File: src/rtl/victim_fill_if.sv
// Eviction handshake, invalidate request and victim-store write bus between
// the L1/retrieval side and the victim fill controller.
interface victim_fill_if #(
  parameter int WAY_BITS = 3
);
  logic                evict_valid;
  logic                evict_ready;
  logic [43:0]         evict_tag;
  logic [5:0]          evict_index;
  logic [511:0]        evict_data;
  logic                inv_en;
  logic [WAY_BITS-1:0] inv_way;
  logic                vc_wr_en;
  logic [WAY_BITS-1:0] vc_wr_way;
  logic [43:0]         vc_wr_tag;
  logic [5:0]          vc_wr_index;
  logic [511:0]        vc_wr_data;

  modport master (
    output evict_valid, evict_tag, evict_index, evict_data, inv_en, inv_way,
    input  evict_ready, vc_wr_en, vc_wr_way, vc_wr_tag, vc_wr_index, vc_wr_data
  );

  modport slave (
    input  evict_valid, evict_tag, evict_index, evict_data, inv_en, inv_way,
    output evict_ready, vc_wr_en, vc_wr_way, vc_wr_tag, vc_wr_index, vc_wr_data
  );
endinterface

File: src/rtl/victim_fill_ctrl.sv
// Victim cache write side: buffers L1 evictions in a FIFO and installs each
// into a way chosen by duplicate match, then first free way, then round robin.
module victim_fill_ctrl #(
  parameter int NUM_WAYS = 8,
  parameter int WAY_BITS = 3,
  parameter int DEPTH    = 4,
  parameter int PTR_BITS = 2
) (
  input  logic                clk,
  input  logic                reset,
  victim_fill_if.slave        bus,
  output logic [NUM_WAYS-1:0] valid_vec,
  output logic [PTR_BITS:0]   fifo_count,
  output logic                busy
);
  localparam int KEY_W = 50;

  typedef enum logic [1:0] {IDLE, LOOKUP, WRITE} state_t;

  state_t              state_q;
  logic [43:0]         tag_mem  [DEPTH];
  logic [5:0]          idx_mem  [DEPTH];
  logic [511:0]        data_mem [DEPTH];
  logic [PTR_BITS-1:0] wr_ptr_q, rd_ptr_q;
  logic [PTR_BITS:0]   count_q;
  logic [KEY_W-1:0]    key_q [NUM_WAYS];
  logic [NUM_WAYS-1:0] valid_q, valid_d;
  logic [WAY_BITS-1:0] rr_q;
  logic                vc_wr_en_q;
  logic [WAY_BITS-1:0] vc_wr_way_q;
  logic [43:0]         vc_wr_tag_q;
  logic [5:0]          vc_wr_index_q;
  logic [511:0]        vc_wr_data_q;

  logic                push, pop;
  logic [KEY_W-1:0]    head_key;
  logic                hit, free;
  logic [WAY_BITS-1:0] hit_way, free_way, sel_way;

  assign bus.evict_ready = (count_q != (PTR_BITS+1)'(DEPTH));
  assign push            = bus.evict_valid && bus.evict_ready;
  assign pop             = (state_q == WRITE);
  assign head_key        = {tag_mem[rd_ptr_q], idx_mem[rd_ptr_q]};

  // Descending scan leaves the lowest-numbered match/free way selected
  always_comb begin
    hit      = 1'b0;
    hit_way  = '0;
    free     = 1'b0;
    free_way = '0;
    for (int w = NUM_WAYS - 1; w >= 0; w--) begin
      if (valid_q[w] && (key_q[w] == head_key)) begin
        hit     = 1'b1;
        hit_way = WAY_BITS'(w);
      end
      if (!valid_q[w]) begin
        free     = 1'b1;
        free_way = WAY_BITS'(w);
      end
    end
    sel_way = hit ? hit_way : (free ? free_way : rr_q);
  end

  // The install set is applied after the invalidate so a same-way write wins
  always_comb begin
    valid_d = valid_q;
    if (bus.inv_en) valid_d[bus.inv_way] = 1'b0;
    if (pop)        valid_d[vc_wr_way_q] = 1'b1;
  end

  always_ff @(posedge clk) begin
    if (push) begin
      tag_mem[wr_ptr_q]  <= bus.evict_tag;
      idx_mem[wr_ptr_q]  <= bus.evict_index;
      data_mem[wr_ptr_q] <= bus.evict_data;
    end
  end

  always_ff @(posedge clk) begin
    if (reset) begin
      state_q       <= IDLE;
      wr_ptr_q      <= '0;
      rd_ptr_q      <= '0;
      count_q       <= '0;
      valid_q       <= '0;
      rr_q          <= '0;
      vc_wr_en_q    <= 1'b0;
      vc_wr_way_q   <= '0;
      vc_wr_tag_q   <= '0;
      vc_wr_index_q <= '0;
      vc_wr_data_q  <= '0;
      for (int w = 0; w < NUM_WAYS; w++) key_q[w] <= '0;
    end else begin
      valid_q <= valid_d;
      if (push) wr_ptr_q <= wr_ptr_q + PTR_BITS'(1);
      if (pop)  rd_ptr_q <= rd_ptr_q + PTR_BITS'(1);
      case ({push, pop})
        2'b10:   count_q <= count_q + (PTR_BITS+1)'(1);
        2'b01:   count_q <= count_q - (PTR_BITS+1)'(1);
        default: count_q <= count_q;
      endcase
      case (state_q)
        IDLE: begin
          if (count_q != '0) state_q <= LOOKUP;
        end
        LOOKUP: begin
          state_q       <= WRITE;
          vc_wr_en_q    <= 1'b1;
          vc_wr_way_q   <= sel_way;
          vc_wr_tag_q   <= tag_mem[rd_ptr_q];
          vc_wr_index_q <= idx_mem[rd_ptr_q];
          vc_wr_data_q  <= data_mem[rd_ptr_q];
          if (!hit && !free) rr_q <= rr_q + WAY_BITS'(1);
        end
        WRITE: begin
          state_q             <= IDLE;
          vc_wr_en_q          <= 1'b0;
          key_q[vc_wr_way_q]  <= {vc_wr_tag_q, vc_wr_index_q};
        end
        default: state_q <= IDLE;
      endcase
    end
  end

  assign bus.vc_wr_en    = vc_wr_en_q;
  assign bus.vc_wr_way   = vc_wr_way_q;
  assign bus.vc_wr_tag   = vc_wr_tag_q;
  assign bus.vc_wr_index = vc_wr_index_q;
  assign bus.vc_wr_data  = vc_wr_data_q;
  assign valid_vec       = valid_q;
  assign fifo_count      = count_q;
  assign busy            = (state_q != IDLE);
endmodule

File: src/flat_wrapper.sv
// flat-port wrapper written by rule: the top's interface ports become plain ports
module victim_fill_ctrl_flat 
#(
  parameter int NUM_WAYS = 8,
  parameter int WAY_BITS = 3,
  parameter int DEPTH    = 4,
  parameter int PTR_BITS = 2
)
  (clk, reset, valid_vec, fifo_count, busy, bus_evict_valid, bus_evict_tag, bus_evict_index, bus_evict_data, bus_inv_en, bus_inv_way, bus_evict_ready, bus_vc_wr_en, bus_vc_wr_way, bus_vc_wr_tag, bus_vc_wr_index, bus_vc_wr_data);
  victim_fill_if #(.WAY_BITS(WAY_BITS)) bus_i ();
  input  logic clk;
  input  logic reset;
  output logic [NUM_WAYS-1:0] valid_vec;
  output logic [PTR_BITS:0] fifo_count;
  output logic busy;
  input wire logic [$bits(bus_i.evict_valid)-1:0] bus_evict_valid;
  input wire logic [$bits(bus_i.evict_tag)-1:0] bus_evict_tag;
  input wire logic [$bits(bus_i.evict_index)-1:0] bus_evict_index;
  input wire logic [$bits(bus_i.evict_data)-1:0] bus_evict_data;
  input wire logic [$bits(bus_i.inv_en)-1:0] bus_inv_en;
  input wire logic [$bits(bus_i.inv_way)-1:0] bus_inv_way;
  output wire logic [$bits(bus_i.evict_ready)-1:0] bus_evict_ready;
  output wire logic [$bits(bus_i.vc_wr_en)-1:0] bus_vc_wr_en;
  output wire logic [$bits(bus_i.vc_wr_way)-1:0] bus_vc_wr_way;
  output wire logic [$bits(bus_i.vc_wr_tag)-1:0] bus_vc_wr_tag;
  output wire logic [$bits(bus_i.vc_wr_index)-1:0] bus_vc_wr_index;
  output wire logic [$bits(bus_i.vc_wr_data)-1:0] bus_vc_wr_data;
  assign bus_i.evict_valid = bus_evict_valid;
  assign bus_i.evict_tag = bus_evict_tag;
  assign bus_i.evict_index = bus_evict_index;
  assign bus_i.evict_data = bus_evict_data;
  assign bus_i.inv_en = bus_inv_en;
  assign bus_i.inv_way = bus_inv_way;
  assign bus_evict_ready = bus_i.evict_ready;
  assign bus_vc_wr_en = bus_i.vc_wr_en;
  assign bus_vc_wr_way = bus_i.vc_wr_way;
  assign bus_vc_wr_tag = bus_i.vc_wr_tag;
  assign bus_vc_wr_index = bus_i.vc_wr_index;
  assign bus_vc_wr_data = bus_i.vc_wr_data;
  victim_fill_ctrl #(.NUM_WAYS(NUM_WAYS), .WAY_BITS(WAY_BITS), .DEPTH(DEPTH), .PTR_BITS(PTR_BITS)) u_core (.clk(clk), .reset(reset), .bus(bus_i), .valid_vec(valid_vec), .fifo_count(fifo_count), .busy(busy));
endmodule
File: config.mk
export PLATFORM = sky130hd
export DESIGN_NAME = victim_fill_ctrl_flat
export DESIGN_NICKNAME = d
export VERILOG_FILES = /design/src/rtl/victim_fill_if.sv /design/src/rtl/victim_fill_ctrl.sv /design/src/flat_wrapper.sv
export SDC_FILE = /design/constraint.sdc
export NUM_CORES = 2
export LEC_CHECK = 0
export ABC_AREA = 1
export CORE_ASPECT_RATIO = 0.6
export CORE_UTILIZATION = 30
export DETAILED_ROUTE_END_ITERATION = 6
export GPL_TIMING_DRIVEN = 0
export PLACE_DENSITY = 0.5
export SYNTH_ARGS = -nofsm -noshare
export SYNTH_HDL_FRONTEND = slang
export SYNTH_SLANG_ARGS = --single-unit
export TNS_END_PERCENT = 30
File: constraint.sdc
create_clock -name clk -period 68.6 [get_ports clk]
set_input_delay 13.72 -clock clk [delete_from_list [all_inputs] [get_ports clk]]
set_output_delay 13.72 -clock clk [all_outputs]
set_load 0.1 [all_outputs]
==> out/metrics.csv <==
stage,metric,value,unit
clock_tree,Clock transition at path regs,0.06,ns
critical_path,R2R setup slack,63.20,ns
final_layout,register area,0.09129,mm2
logic_synthesis,"EDFF count, synth",2648,
placed_design,GPL Wtd Cong,1.018,
critical_path,kind of critical path,in -> reg,
worst_hold_path,Hold Crit Depth,2,
clock_tree,H-tree depth,5,
grt,initial antenna violation count,187,
logic_synthesis,"Primary FF master, synth",edfxtp_1,
final_layout,Layout Nets,13230,
grt,first-pass GRT wire length,712.1,mm
logic_synthesis,yosys warns,0,
route,final WL,525.5,mm
sta,setup TNS,0,ns
floorplanning,Die Ht,504.4,um
final_layout,final std cells w/o fill,18580,
pwr,switching power,2972,uW
route,WL/cell,28.28,um
clock_tree,clk_lat worst skew,0.92,ns
route,via-per-instance ratio,5.031,
clock_tree,CTS Sinks,3236,
critical_path,R2R depth,21,
sta,worst slew pin tran,1.591,ns
sta,Slew Limit Fails,22,
worst_hold_path,Hold Path End,u_core.rr_q[1],
floorplanning,I/O pin count,1148,
clock_tree,CTS max path bufs,4,
pwr,Pwr Density,43.78,mW/mm2
pwr,clock group share of total power,0.269,
logic_synthesis,synth unique cells,34,
pwr,Seq pwr share,0.360,
critical_path,worst endpoint required time,69.18,ns
clock_tree,TritonCTS clock tree,done,
final_layout,fillers,41080,
pwr,sw frac,0.4285,
clock_tree,CTS Root Cell,clkbuf_16,
pwr,combinational share of power,0.371,
route,post-route ant nets,0,
sta,Final Hold Vio Count,0,
critical_path,WP data arrival,17.72,ns
final_layout,fraction of layout instances using a drive strength above 1,0.06736,
route,DRT Pass-1 Iters,7,
sta,Fmax,0.05833,GHz
clock_tree,post-CTS sizing,0,
grt,vias in the first global route,85680,
pwr,P_int,3964,uW
sta,final clock skew,0.08571,ns
pwr,Pleak,0.05790,uW
logic_synthesis,Yosys reg bits,3236,
final_layout,Layout area overhead,25.54,%
worst_hold_path,Hold Path Origin,u_core.rr_q[1],
logic_synthesis,Post-synth ARST share,0,
worst_hold_path,hold crit path type,reg -> reg,
floorplanning,area of the die,0.4234,mm2
grt,largest net degree at the start of global routing,44,
critical_path,reg2reg end,u_core.rr_q[2],
critical_path,CP Max Fanout,24,
run,max_cap viols,2,
logic_synthesis,Mapped Area,0.1262,mm2
sta,slew margin rel.,-0.06053,
clock_tree,Post-CTS Hold Buffers,0,
logic_synthesis,sequential-to-total area share from yosys stat,0.7233,
clock_tree,post-CTS setup buffers,0,
sta,ratio of final minimum period to clock period,0.2499,
floorplanning,Initial Util,0.3014,
grt,GR Util All Layers,0.2387,
route,DRC viols,3,
sta,Final Setup Violations,0,
placed_design,hpwl dp,391.7,mm
logic_synthesis,Cells after Synth,11050,
logic_synthesis,Post-Synthesis Mean Instance Area,11.42,um2
grt,Congestion Overflow GR,0,
sta,RSZ-0062 raised after global routing,no,
critical_path,startpoint types,input pin,
clock_tree,CTS Buf Count,333,
critical_path,Critical Path Sink Type,flop,
route,routed vias,93480,
final_layout,multi-input logic area,0.02983,mm2
sta,min Tclk post-route,17.14,ns
floorplanning,chip width,839.3,um
placed_design,IO Port Bufs,1147,
final_layout,Final Util,0.3783,
pwr,Peak VDD IR,0.04089,mV
run_status,failing checks,"design-rule violations, max-capacitance violations, max-slew violations",
floorplanning,core area,0.4188,mm2
placed_design,Placed Cells,17900,
route,drt initial violations,11330,
run_status,status,"complete, but fails checks",
logic_synthesis,net count of the mapped netlist,11630,
floorplanning,row count,184,
-- registers in the layout, summed over array words and instances (netlist names), 3 cells and up, named ones only --
name	count
u_core.bus.vc_wr_data	512
u_core.bus.vc_wr_index	6
u_core.bus.vc_wr_tag	44
u_core.bus.vc_wr_way	3
u_core.data_mem	2048
u_core.fifo_count	3
u_core.idx_mem	24
u_core.key_q	400
u_core.rr_q	3
u_core.tag_mem	176
u_core.valid_vec	8
-- critical path: stages --
cell	delay (ns)
clkdlybuf4s50_1	0.84
nand2_1	0.51
nor2_4	0.71
buf_12	0.27
buf_12	0.22
buf_12	0.23
buf_12	0.23
buf_12	0.23
buf_16	0.20
buf_12	0.21
buf_12	0.20
-- logic make-up (layout without fill, tap and decap cells) --
kind of cell | Yosys count | count (layout) | synth area share
simple gates | 4173 | 4173 | 0.1368
buf+inv | 1327 | 3207 | 0.04098
fa+ha+maj | 11 | 11 | 0.001150
xor+xnor | 36 | 36 | 0.002498
compound gates | 2267 | 2267 | 0.09519
other cells | 0 | 72 | 0
flops | 3236 | 3236 | 0.7233
-- how the worst max path moves through the flow --
stage,startpoint,to,slack [ns],cells past startpoint
after floorplan,bus_evict_valid,u_core.data_mem[0][0],29.81,2
after detailed placement,bus_evict_valid,u_core.data_mem[0][383],50.32,11
after global placement,bus_evict_valid,u_core.data_mem[0][383],3.67,3
after global routing,bus_evict_valid,u_core.data_mem[0][391],51.33,11
after CTS,bus_evict_valid,u_core.data_mem[0][392],51.32,11
final,bus_evict_valid,u_core.data_mem[0][388],51.46,11
-- layer usage --
metal  wire length, um  track usage  vias to the layer above  share of wire
met5               602            0                        -         0.0011
met4             21290      0.09086                      100          0.041
met3             55380      0.07478                      838           0.11
met2            214400       0.3306                     4434           0.41
met1            233900       0.3466                    46490           0.44
li1                  -            -                    41620              -
-- placed cells by master, fill, tap and decap left out, types with 11 or more instances in the layout --
cell type	synthesis	layout
a21oi_1	68	68
buf_12	0	101
buf_16	0	18
buf_2	26	34
buf_4	24	24
bufinv_16	0	23
clkbuf_1	562	618
clkbuf_16	0	338
clkbuf_2	0	19
clkbuf_8	0	44
clkdlybuf4s50_1	0	1140
clkinv_1	0	23
clkinv_2	1	75
clkinvlp_4	0	11
dfxtp_1	588	588
diode_2	0	72
edfxtp_1	2648	2648
inv_1	688	688
nand2_1	1024	1016
nand2_2	30	30
nand3_1	113	113
nand3_2	87	87
nand3b_1	195	195
nand4_1	14	14
nor2_1	2681	2677
o21ai_0	1609	1609
o21ai_1	67	67
o22ai_1	512	512
xor2_1	27	27
-- cell type report --
cell class | instances | area share
flip-flops and latches | 3236 | 0.5762
multi-input cells | 6487 | 0.1883
repair buffers | 1268 | 0.08832
clock buffers | 457 | 0.05898
well taps | 5580 | 0.04407
inverters | 698 | 0.01654
plain buffers | 629 | 0.01626
clock inverters | 155 | 0.01021
diodes | 72 | 0.001137
-- power groups by stage --
| stage | combinational [uW] | sequential, uW | clock (uW) |
|---|---|---|---|
| 3_3_place_gp | 2510 | 2760 | 0 |
| 5_1_grt | 2680 | 2520 | 1960 |
| 4_1_cts | 2560 | 2500 | 1890 |
| 6_report | 2570 | 2500 | 1860 |
| 2_1_floorplan | 714 | 3490 | 0 |
| 3_5_place_dp | 2550 | 2540 | 0 |
-- cells in the mapped netlist (9+ instances only) --
| cell | count | share of area |
|---|---|---|
| nor2_1 | 2681 | 0.080 |
| edfxtp_1 | 2648 | 0.63 |
| o21ai_0 | 1609 | 0.064 |
| nand2_1 | 1024 | 0.030 |
| inv_1 | 688 | 0.020 |
| dfxtp_1 | 588 | 0.093 |
| clkbuf_1 | 562 | 0.017 |
| o22ai_1 | 512 | 0.025 |
| nand3b_1 | 195 | 0.012 |
| nand3_1 | 113 | 0.0045 |
| nand3_2 | 87 | 0.0069 |
| a21oi_1 | 68 | 0.0027 |
| o21ai_1 | 67 | 0.0027 |
| nand2_2 | 30 | 0.0015 |
| xor2_1 | 27 | 0.0019 |
| buf_2 | 26 | 0.0010 |
| buf_4 | 24 | 0.0014 |
| nand4_1 | 14 | 0.00069 |
| ha_1 | 10 | 0.00099 |
| buf_6 | 9 | 0.00080 |
| inv_2 | 9 | 0.00027 |
| o211ai_1 | 9 | 0.00054 |
| or2_1 | 9 | 0.00045 |
| xnor2_1 | 9 | 0.00062 |
-- through the flow --
stage	cell area, um2	total power [uW]	setup WS, ns	hold slack [ns]
2_1_floorplan	126200	4200	29.81	0.4580
3_3_place_gp	144700	5266	3.672	0.4743
3_5_place_dp	147300	5084	50.32	0.4819
4_1_cts	158300	6943	51.32	0.4932
5_1_grt	158400	7164	51.33	0.5416
6_report	158400	6937	51.46	0.4904
Note: power is estimated with default switching activity, not from simulation.
